==> src/rtl/data_mem_arbiter.sv <==
// data_mem_arbiter: shares one single-port, word-addressed data memory between
// the CPU (m0) and a DMA/peripheral master (m1).
//  - Round-robin arbitration with a bounded burst of MAX_BURST consecutive grants.
//  - Grant is combinational; the accepted command is registered (memory cycle),
//    and the completion is registered again (ack cycle): req-to-ack latency 2.
//  - Optional build macro MEM_ARB_RANGE_CHECK_EN: adds m0_err/m1_err; accesses at
//    word index >= RAM_SIZE are acknowledged with err=1 and never reach memory.
module data_mem_arbiter #(
  parameter int RAM_SIZE  = 256,
  parameter int MAX_BURST = 4
) (
  input  logic        clk,
  input  logic        reset,
  input  logic        m0_req,
  input  logic        m0_we,
  input  logic [31:0] m0_addr,
  input  logic [31:0] m0_wdata,
  output logic        m0_gnt,
  output logic        m0_ack,
  output logic [31:0] m0_rdata,
  input  logic        m1_req,
  input  logic        m1_we,
  input  logic [31:0] m1_addr,
  input  logic [31:0] m1_wdata,
  output logic        m1_gnt,
  output logic        m1_ack,
  output logic [31:0] m1_rdata,
`ifdef MEM_ARB_RANGE_CHECK_EN
  output logic        m0_err,
  output logic        m1_err,
`endif
  output logic        mem_rd,
  output logic        mem_wr,
  output logic [31:0] mem_addr,
  output logic [31:0] mem_wdata,
  input  logic [31:0] mem_rdata
);

  localparam int BW = $clog2(MAX_BURST + 1);
  localparam logic [BW-1:0] BURST_MAX = BW'(MAX_BURST);

  // Reject configurations the arbitration rules cannot honour.
  if (MAX_BURST < 1 || RAM_SIZE < 1) begin : g_param_check
    $error("data_mem_arbiter: MAX_BURST and RAM_SIZE must be >= 1");
  end

  // Arbitration decision and the fields of the selected request.
  logic        gnt_any_s;
  logic        sel_s;
  logic        sel_we_s;
  logic        sel_oor_s;
  logic [31:0] sel_addr_s;
  logic [31:0] sel_wdata_s;

  // Arbitration history: who had the last grant and how long the run is.
  logic          last_owner_q, last_owner_d;
  logic [BW-1:0] burst_cnt_q, burst_cnt_d;

  // Command (memory cycle) stage.
  logic        cmd_valid_q, cmd_valid_d;
  logic        cmd_master_q, cmd_master_d;
  logic        mem_rd_q, mem_rd_d;
  logic        mem_wr_q, mem_wr_d;
  logic [31:0] mem_addr_q, mem_addr_d;
  logic [31:0] mem_wdata_q, mem_wdata_d;

  // Response (ack cycle) stage.
  logic        m0_ack_q, m0_ack_d;
  logic        m1_ack_q, m1_ack_d;
  logic [31:0] m0_rdata_q, m0_rdata_d;
  logic [31:0] m1_rdata_q, m1_rdata_d;

`ifdef MEM_ARB_RANGE_CHECK_EN
  localparam logic [29:0] RAM_WORDS = 30'(RAM_SIZE);
  logic cmd_err_q, cmd_err_d;
  logic m0_err_q, m0_err_d;
  logic m1_err_q, m1_err_d;
`endif

  // Pick the winner: a lone requester always wins; on contention the current
  // owner keeps the bus only while its unbroken burst is below MAX_BURST.
  always_comb begin
    gnt_any_s = 1'b0;
    sel_s     = 1'b0;
    case ({m1_req, m0_req})
      2'b01: begin
        gnt_any_s = 1'b1;
        sel_s     = 1'b0;
      end
      2'b10: begin
        gnt_any_s = 1'b1;
        sel_s     = 1'b1;
      end
      2'b11: begin
        gnt_any_s = 1'b1;
        if (burst_cnt_q != {BW{1'b0}} && burst_cnt_q != BURST_MAX) begin
          sel_s = last_owner_q;
        end else begin
          sel_s = ~last_owner_q;
        end
      end
      default: begin
        gnt_any_s = 1'b0;
        sel_s     = 1'b0;
      end
    endcase
  end

  // Route the winning master's command fields.
  always_comb begin
    if (sel_s) begin
      sel_we_s    = m1_we;
      sel_addr_s  = m1_addr;
      sel_wdata_s = m1_wdata;
    end else begin
      sel_we_s    = m0_we;
      sel_addr_s  = m0_addr;
      sel_wdata_s = m0_wdata;
    end
  end

`ifdef MEM_ARB_RANGE_CHECK_EN
  assign sel_oor_s = (sel_addr_s[31:2] >= RAM_WORDS);
`else
  assign sel_oor_s = 1'b0;
`endif

  // Grants are suppressed while reset is asserted since nothing can be captured.
  assign m0_gnt = reset & gnt_any_s & ~sel_s;
  assign m1_gnt = reset & gnt_any_s & sel_s;

  // Track last owner and burst length; an idle cycle ends the burst.
  always_comb begin
    last_owner_d = last_owner_q;
    burst_cnt_d  = burst_cnt_q;
    if (gnt_any_s) begin
      last_owner_d = sel_s;
      if (sel_s == last_owner_q) begin
        if (burst_cnt_q == BURST_MAX) begin
          burst_cnt_d = burst_cnt_q;
        end else begin
          burst_cnt_d = burst_cnt_q + {{(BW-1){1'b0}}, 1'b1};
        end
      end else begin
        burst_cnt_d = {{(BW-1){1'b0}}, 1'b1};
      end
    end else begin
      burst_cnt_d = {BW{1'b0}};
    end
  end

  // Build the memory-cycle command from the granted request.
  always_comb begin
    cmd_valid_d  = gnt_any_s;
    cmd_master_d = sel_s;
    mem_rd_d     = gnt_any_s & ~sel_we_s & ~sel_oor_s;
    mem_wr_d     = gnt_any_s & sel_we_s & ~sel_oor_s;
    if (gnt_any_s) begin
      mem_addr_d  = sel_addr_s & 32'hFFFF_FFFC;
      mem_wdata_d = sel_wdata_s;
    end else begin
      mem_addr_d  = 32'h0000_0000;
      mem_wdata_d = 32'h0000_0000;
    end
`ifdef MEM_ARB_RANGE_CHECK_EN
    cmd_err_d = gnt_any_s & sel_oor_s;
`endif
  end

  // Turn the memory cycle into a per-master completion; read data only for
  // forwarded reads, zero otherwise.
  always_comb begin
    m0_ack_d = cmd_valid_q & ~cmd_master_q;
    m1_ack_d = cmd_valid_q & cmd_master_q;
    if (m0_ack_d && mem_rd_q) begin
      m0_rdata_d = mem_rdata;
    end else begin
      m0_rdata_d = 32'h0000_0000;
    end
    if (m1_ack_d && mem_rd_q) begin
      m1_rdata_d = mem_rdata;
    end else begin
      m1_rdata_d = 32'h0000_0000;
    end
`ifdef MEM_ARB_RANGE_CHECK_EN
    m0_err_d = m0_ack_d & cmd_err_q;
    m1_err_d = m1_ack_d & cmd_err_q;
`endif
  end

  // Arbitration history registers; m1 is the last owner out of reset so m0 wins the first tie.
  always_ff @(posedge clk or negedge reset) begin
    if (!reset) begin
      last_owner_q <= 1'b1;
      burst_cnt_q  <= {BW{1'b0}};
    end else begin
      last_owner_q <= last_owner_d;
      burst_cnt_q  <= burst_cnt_d;
    end
  end

  // Command stage registers; reset drops an in-flight access immediately.
  always_ff @(posedge clk or negedge reset) begin
    if (!reset) begin
      cmd_valid_q  <= 1'b0;
      cmd_master_q <= 1'b0;
      mem_rd_q     <= 1'b0;
      mem_wr_q     <= 1'b0;
      mem_addr_q   <= 32'h0000_0000;
      mem_wdata_q  <= 32'h0000_0000;
`ifdef MEM_ARB_RANGE_CHECK_EN
      cmd_err_q    <= 1'b0;
`endif
    end else begin
      cmd_valid_q  <= cmd_valid_d;
      cmd_master_q <= cmd_master_d;
      mem_rd_q     <= mem_rd_d;
      mem_wr_q     <= mem_wr_d;
      mem_addr_q   <= mem_addr_d;
      mem_wdata_q  <= mem_wdata_d;
`ifdef MEM_ARB_RANGE_CHECK_EN
      cmd_err_q    <= cmd_err_d;
`endif
    end
  end

  // Response stage registers driving the ack/rdata(/err) outputs.
  always_ff @(posedge clk or negedge reset) begin
    if (!reset) begin
      m0_ack_q   <= 1'b0;
      m1_ack_q   <= 1'b0;
      m0_rdata_q <= 32'h0000_0000;
      m1_rdata_q <= 32'h0000_0000;
`ifdef MEM_ARB_RANGE_CHECK_EN
      m0_err_q   <= 1'b0;
      m1_err_q   <= 1'b0;
`endif
    end else begin
      m0_ack_q   <= m0_ack_d;
      m1_ack_q   <= m1_ack_d;
      m0_rdata_q <= m0_rdata_d;
      m1_rdata_q <= m1_rdata_d;
`ifdef MEM_ARB_RANGE_CHECK_EN
      m0_err_q   <= m0_err_d;
      m1_err_q   <= m1_err_d;
`endif
    end
  end

  assign mem_rd    = mem_rd_q;
  assign mem_wr    = mem_wr_q;
  assign mem_addr  = mem_addr_q;
  assign mem_wdata = mem_wdata_q;
  assign m0_ack    = m0_ack_q;
  assign m1_ack    = m1_ack_q;
  assign m0_rdata  = m0_rdata_q;
  assign m1_rdata  = m1_rdata_q;
`ifdef MEM_ARB_RANGE_CHECK_EN
  assign m0_err    = m0_err_q;
  assign m1_err    = m1_err_q;
`endif

endmodule

==> config.mk <==
export PLATFORM = sky130hd
export DESIGN_NAME = data_mem_arbiter
export DESIGN_NICKNAME = d
export VERILOG_FILES = /design/src/rtl/data_mem_arbiter.sv
export SDC_FILE = /design/constraint.sdc
export NUM_CORES = 1
export LEC_CHECK = 0
export CAP_MARGIN = 20
export CORE_AREA = 5 5 120 122
export DETAILED_ROUTE_END_ITERATION = 16
export DIE_AREA = 0 0 125 127
export PLACE_DENSITY = 0.77
export SLEW_MARGIN = 15
export SYNTH_ARGS = -nofsm -noshare
export SYNTH_HDL_FRONTEND = slang
export SYNTH_SLANG_ARGS = --single-unit
==> constraint.sdc <==
create_clock -name clk -period 2.7 [get_ports clk]
set_input_delay 0.81 -clock clk [delete_from_list [all_inputs] [get_ports clk]]
set_output_delay 0.81 -clock clk [all_outputs]
set_load 0.03 [all_outputs]
==> results of run 1 <==
metrics by stage:
stage,instances,setup slack [ps],utilization (%)
final,813,80.7,65.1
after global routing,813,11.8,65.1
after CTS,813,39.0,65.1
after detailed placement,781,-22.4,59.9
after global placement,781,-20.5,59.9
after floorplan,329,125,-
layout make-up:
type                       count  area [sq um]  area share [%]
sequential                   136          3400            39.9
clock inverter                14           235            2.76
inverter                       6          22.5           0.264
clock buffer                  18           439            5.15
multi-input combinational    162          1210            14.2
timing repair buffer         301          2990            35.1
tap                          176           220            2.58
repair_timing:
action	in CTS	in global routing
setup endpoints to repair	1	1
cloned	0	0
gates resized for setup	3	1
worst paths after layout:
check,cells past startpoint,to
worst max-delay path,4,m0_gnt
worst min-delay path,1,mem_addr[26]
worst max register to register,6,mem_wdata[13]
worst min register to register,1,m0_ack
max in group asynchronous,2,m1_rdata[4]
min in group clk,1,m0_ack
layout by cell type (no fill, tap or decap), types with 5 or more instances in the layout:
cell type and instances:
dfrtp_1 135, inv_1 5, bufinv_16 5, clkbuf_16 17, buf_4 10, clkdlybuf4s50_1 289
a22o_1 66, and2_1 67
layer usage:
layer,wire (um),track usage (%),share of wire [%]
met2,7470,32.0,52
met5,0,0,0
met3,1070,6.55,7.5
met1,5550,20.4,39
met4,208,4.91,1.5
logic make-up after synthesis:
family	Yosys count	share of synthesized area [%]
AO/OA/AOI/OAI	76	13.4
XOR/XNOR	1	0.339
adder cells (fa/ha/maj)	2	0.521
buffers and inverters	31	4.45
flip-flops	136	70.9
multiplexers	2	0.417
other	1	0.0781
AND/OR/NAND/NOR	79	9.97
registers in the layout (all words and copies together), names as in the netlist:
name,flops
mem_wr,1
mem_wdata,32
cmd_master_q,1
last_owner_q,1
cmd_valid_q,1
mem_addr,30
m1_rdata,32
m1_ack,1
m0_ack,1
burst_cnt_q,3
m0_rdata,32
mem_rd,1
power by group:
part / internal [uW] / total (uW) / leakage (uW) / switching (uW)
Clock: 1700 / 2610 / 0.000327 / 912
Sequential: 2410 / 2540 / 0.00177 / 132
Combinational: 1120 / 2500 / 0.00173 / 1380
Total: 5220 / 7640 / 0.00382 / 2430
==> summary.txt, run 1 <==
# IOs: 300
Sequential area share after synthesis: 70.9%
Full die area: 15,900 sq um
Min-Delay Path Class: in -> async
Worst Path Arrival: 1810 ps
Post-DP HPWL: 10,900 um
Total power: 7640 uW
Crit path buf inv count: 2
Tcrit/Tclk final: 97.0%
Remaining Overflow, GRT: 0
Cell with the most instances after synthesis: dfrtp_1
Slew Viols, Final: 0
Worst Path Max Fanout: 3
Power per cell area: 897 nW/um^2
Initial antenna violation count: 0
Count of final setup violators: 0
Wire per inst: 17.6 um
Starting Density: 36.7%
Final GP Congestion: 0.791
Std cell rows: 42
Cts bufs inserted: 17
Setup crit start: m0_req
DRC Markers: 0
Post-route cell area: 8520 sq um
Reg-to-reg slack, setup: 740 ps
FFs w/ async S/R, synth: 100%
Final hold slack: 259 ps
Cells after Synth: 328
Via count: 3,618
Core Area: 13,100 sq um
Max_slew headroom: 52.9%
Port buffer count: 293
First-pass GRT wire length: 22,300 um
CP Launch Type: input port
Worst path cell trace: clkdlybuf4s50_1 -> o21a_2 -> and2_1 -> buf_4
Post-Route WL: 14,300 um
Detailed Route Iter0 Violations: 193
Dpl cell area: 7840 sq um
Area Overhead vs Synth: 77.4%
Clock latency on the worst-skew pair: 400 ps
Hold bufs inserted after CTS: 0
Total Nets Final: 792
CTS Root Buffer Type: clkbuf_16
Main flop type after synthesis: dfrtp_1
Post-synth top cells: dfrtp_1, and2_1, a22o_1
Largest net degree at the start of global routing: 66
Post-synth EDFFs: 0
Vias in the first global route: 3,976
Syn Std Cell Area: 4800 sq um
Setup bufs post-CTS: 0
Leakage: 0.00382 uW
Synth Register Bits: 136
Synth top area share: 70.3%
Max_cap viols: 0
Outcome: finished clean
GRT Total Usage: 18.0%
Worst Setup End Kind: output pin
CTS tree: built
Library cells used by synthesis: 27
Synth warnings: 0
FILL cells: 958
Max VDD drop: 0.000607 V
Reg-to-reg startpoint: burst_cnt_q[0]
Critical path type: in -> out
Fraction of layout instances using a drive strength above 1: 8.01%
Critical-path top delay cell: clkdlybuf4s50_1
Synth area leader: dfrtp_1
Clk sinks: 136
Avg Vias per Cell: 4.45
Mapped Avg Cell Area: 14.6 sq um
Die width: 125 um
Clock tree buffer depth: 2
RSZ-0062 raised after global routing: false
Worst-margin pin slew: 706 ps
Pre-antenna DRT Iters: 4
H-tree depth: 4
ANT nets after route: 0
Crit path largest cell delay: 550 ps
Worst Path Required: 1890 ps
Final Critical Period: 2620 ps
Fmax: 382 MHz
CP delay by family, top: buffers and inverters
Fin. Hold Viols: 0
Clock Skew: 8.75 ps
ANT cells: 0
Clock transition at path regs: 60 ps
Die height: 127 um
Setup TNS: 0 ps
Synth area leaders: dfrtp_1, a22o_1, and2_1
Note: power is estimated with default switching activity, not from simulation.
==> run 2, diff against run 1 <==
--- a/config.mk
+++ b/config.mk
@@ -9,6 +9,7 @@
 export CORE_AREA = 5 5 120 122
 export DETAILED_ROUTE_END_ITERATION = 16
 export DIE_AREA = 0 0 125 127
+export GPL_TIMING_DRIVEN = 0
 export PLACE_DENSITY = 0.77
 export SLEW_MARGIN = 15
 export SYNTH_ARGS = -nofsm -noshare
==> summary.txt, run 2 (synthesis results as in run 1) <==
Most frequent CP cell: buf_6
Vias in the first global route: 4,058 (+2.1%)
Starting Density: 36.7% (unchanged)
Final Critical Period: 2610 ps (-9.82 ps)
Clock tree buffer depth: 2 (unchanged)
Core Area: 13,100 sq um (unchanged)
Initial antenna violation count: 0 (unchanged)
Worst path cell trace: inv_2 -> ha_4 -> xnor2_2 -> o21a_1 -> buf_6 -> and2_4 -> buf_6
Fmax: 383 MHz (+0.38%)
Area of the multi-input gates: 1200 sq um (-0.72%)
Avg Vias per Cell: 4.50 (+1.2%)
Port buffer count: 292 (-0.34%)
Pre-CTS setup slack: -862 ps (-839 ps)
H-tree depth: 4 (unchanged)
Wire per inst: 17.7 um (+0.45%)
CP delay by family, top: flip-flops
Clock transition at path regs: 60 ps (about the same)
Critical-path top delay cell: dfrtp_1
Post-DP HPWL: 11,400 um (+5.3%)
Total Nets Final: 813 (+2.7%)
Worst Path Arrival: 1800 ps (about the same)
ANT nets after route: 0 (unchanged)
Most frequent cells in the layout: clkdlybuf4s50_1, dfrtp_1, a22o_1, and2_1, clkbuf_16
DRC Markers: 0 (unchanged)
CTS tree: built
Final GP Congestion: 0.802 (+1.4%)
Clock latency on the worst-skew pair: 410 ps (about the same)
Std cell rows: 42 (unchanged)
Clk sinks: 136 (unchanged)
Via count: 3,756 (+3.8%)
Fraction of layout instances using a drive strength above 1: 9.88% (+1.9 points)
Full die area: 15,900 sq um (unchanged)
Post-Route WL: 14,700 um (+3.0%)
Max_cap viols: 0 (unchanged)
Detailed Route Iter0 Violations: 139 (-28%)
Count of final setup violators: 0 (unchanged)
Sw Share: 32.5% (+0.76 points)
Worst-margin pin slew: 621 ps (-85.7 ps)
Worst Setup End Kind: output pin
RSZ-0062 raised after global routing: false
Max VDD drop: 0.000380 V (-37%)
Area Overhead vs Synth: 79.3%
Power per cell area: 867 nW/um^2 (-3.3%)
Clock Skew: 6.51 ps (-2.25 ps)
FILL cells: 999 (+4.3%)
Cts bufs inserted: 17 (unchanged)
GRT Total Usage: 18.5% (+0.55 points)
Crit path largest cell delay: 370 ps (-180 ps)
Crit path buf inv count: 3 (+1)
Worst Path Max Fanout: 11 (+8)
Final WS setup: 90.5 ps (+9.82 ps)
Sequential power share: 34.0% (+0.8 points)
Outcome: finished clean
Die height: 127 um (unchanged)
Tcrit/Tclk final: 96.6% (-0.36 points)
CTS Root Buffer Type: clkbuf_16
Commonest non-fill, non-tap cell in the layout: clkdlybuf4s50_1
Leakage: 0.00386 uW (+1.0%)
Min-Delay Path Class: in -> async
Largest net degree at the start of global routing: 72 (+9.1%)
# IOs: 300 (unchanged)
Setup TNS: 0 ps (unchanged)
Critical path type: reg -> out
ANT cells: 0 (unchanged)
Max_slew headroom: 58.6% (+5.7 points)
Final hold slack: 391 ps (+132 ps)
Final core utilization: 65.8% (+0.71 points)
First-pass GRT wire length: 22,700 um (+2.1%)
Pre-antenna DRT Iters: 4 (unchanged)
Sw Pwr: 2430 uW (about the same)
Fin. Hold Viols: 0 (unchanged)
Remaining Overflow, GRT: 0 (unchanged)
Clock network power share: 30.3% (-3.8 points)
Comb power frac: 35.7% (+3.0 points)
Pint: 5040 uW (-3.4%)
Worst Path Required: 1890 ps (about the same)
Die width: 125 um (unchanged)
Hold bufs inserted after CTS: 0 (unchanged)
CP Launch Type: flip-flop
Register area: 3400 sq um (unchanged)
Slew Viols, Final: 0 (unchanged)
==> run 2: layout make-up <==
| type | instances | area share (%) |
|---|---|---|
| buffer | 22 | 1.99 |
| clock buffer | 19 | 5.14 |
| clock inverter | 13 | 1.68 |
| inverter | 6 | 0.261 |
| multi-input combinational | 162 | 14.0 |
| sequential | 136 | 39.5 |
| tap | 176 | 2.56 |
| timing repair buffer | 300 | 34.9 |
==> run 2: final timing paths <==
| path | start | to | slack (ps) | cells after the start |
|---|---|---|---|---|
| worst max-delay path | burst_cnt_q[0] | m0_gnt | 90 | 7 |
| worst min-delay path | reset | m0_rdata[19] | 390 | 1 |
| worst max register to register | burst_cnt_q[0] | mem_wdata[17] | 940 | 8 |
| worst min register to register | cmd_master_q | m0_ack | 500 | 1 |
| max in group asynchronous | reset | mem_addr[12] | 1550 | 2 |
| min in group clk | cmd_master_q | m0_ack | 500 | 1 |
==> run 2: per-stage QoR <==
step / area, sq um / std cells / power (uW)
after floorplan: 4810 / 329 / 3970
after global placement: 7950 / 797 / 5140
after detailed placement: 7980 / 798 / 5200
after CTS: 8600 / 832 / 7540
after global routing: 8620 / 834 / 7800
final: 8620 / 834 / 7470
==> run 2: metal layers <==
layer	vias up	track usage [%]	part of all wire [%]
li1	1750	-	-
met1	1811	21.3	38
met2	175	32.2	53
met3	20	6.47	7.8
met4	0	6.63	1.9
met5	-	0	0
==> run 2: what timing repair did <==
item	4_1_cts	5_1_grt
endpoints found under the setup margin	2	1
pin swaps	3	1
setup buffers	5	2
gates resized for setup	21	1
==> run 2: power by group through the flow <==
stage	Combinational (uW)	Clock, uW	Sequential, uW
after CTS	2680	2310	2540
final	2670	2260	2540
after global routing	2810	2420	2580
after floorplan	696	0	3270
after global placement	2590	0	2560
after detailed placement	2630	0	2570
==> run 3, diff against run 2 <==
--- a/config.mk
+++ b/config.mk
@@ -10,6 +10,7 @@
 export DETAILED_ROUTE_END_ITERATION = 16
 export DIE_AREA = 0 0 125 127
 export GPL_TIMING_DRIVEN = 0
+export HOLD_SLACK_MARGIN = 0.1
 export PLACE_DENSITY = 0.77
 export SLEW_MARGIN = 15
 export SYNTH_ARGS = -nofsm -noshare
==> results of run 3 <==
Final layout, timing and power as in run 2 (identical DEF).
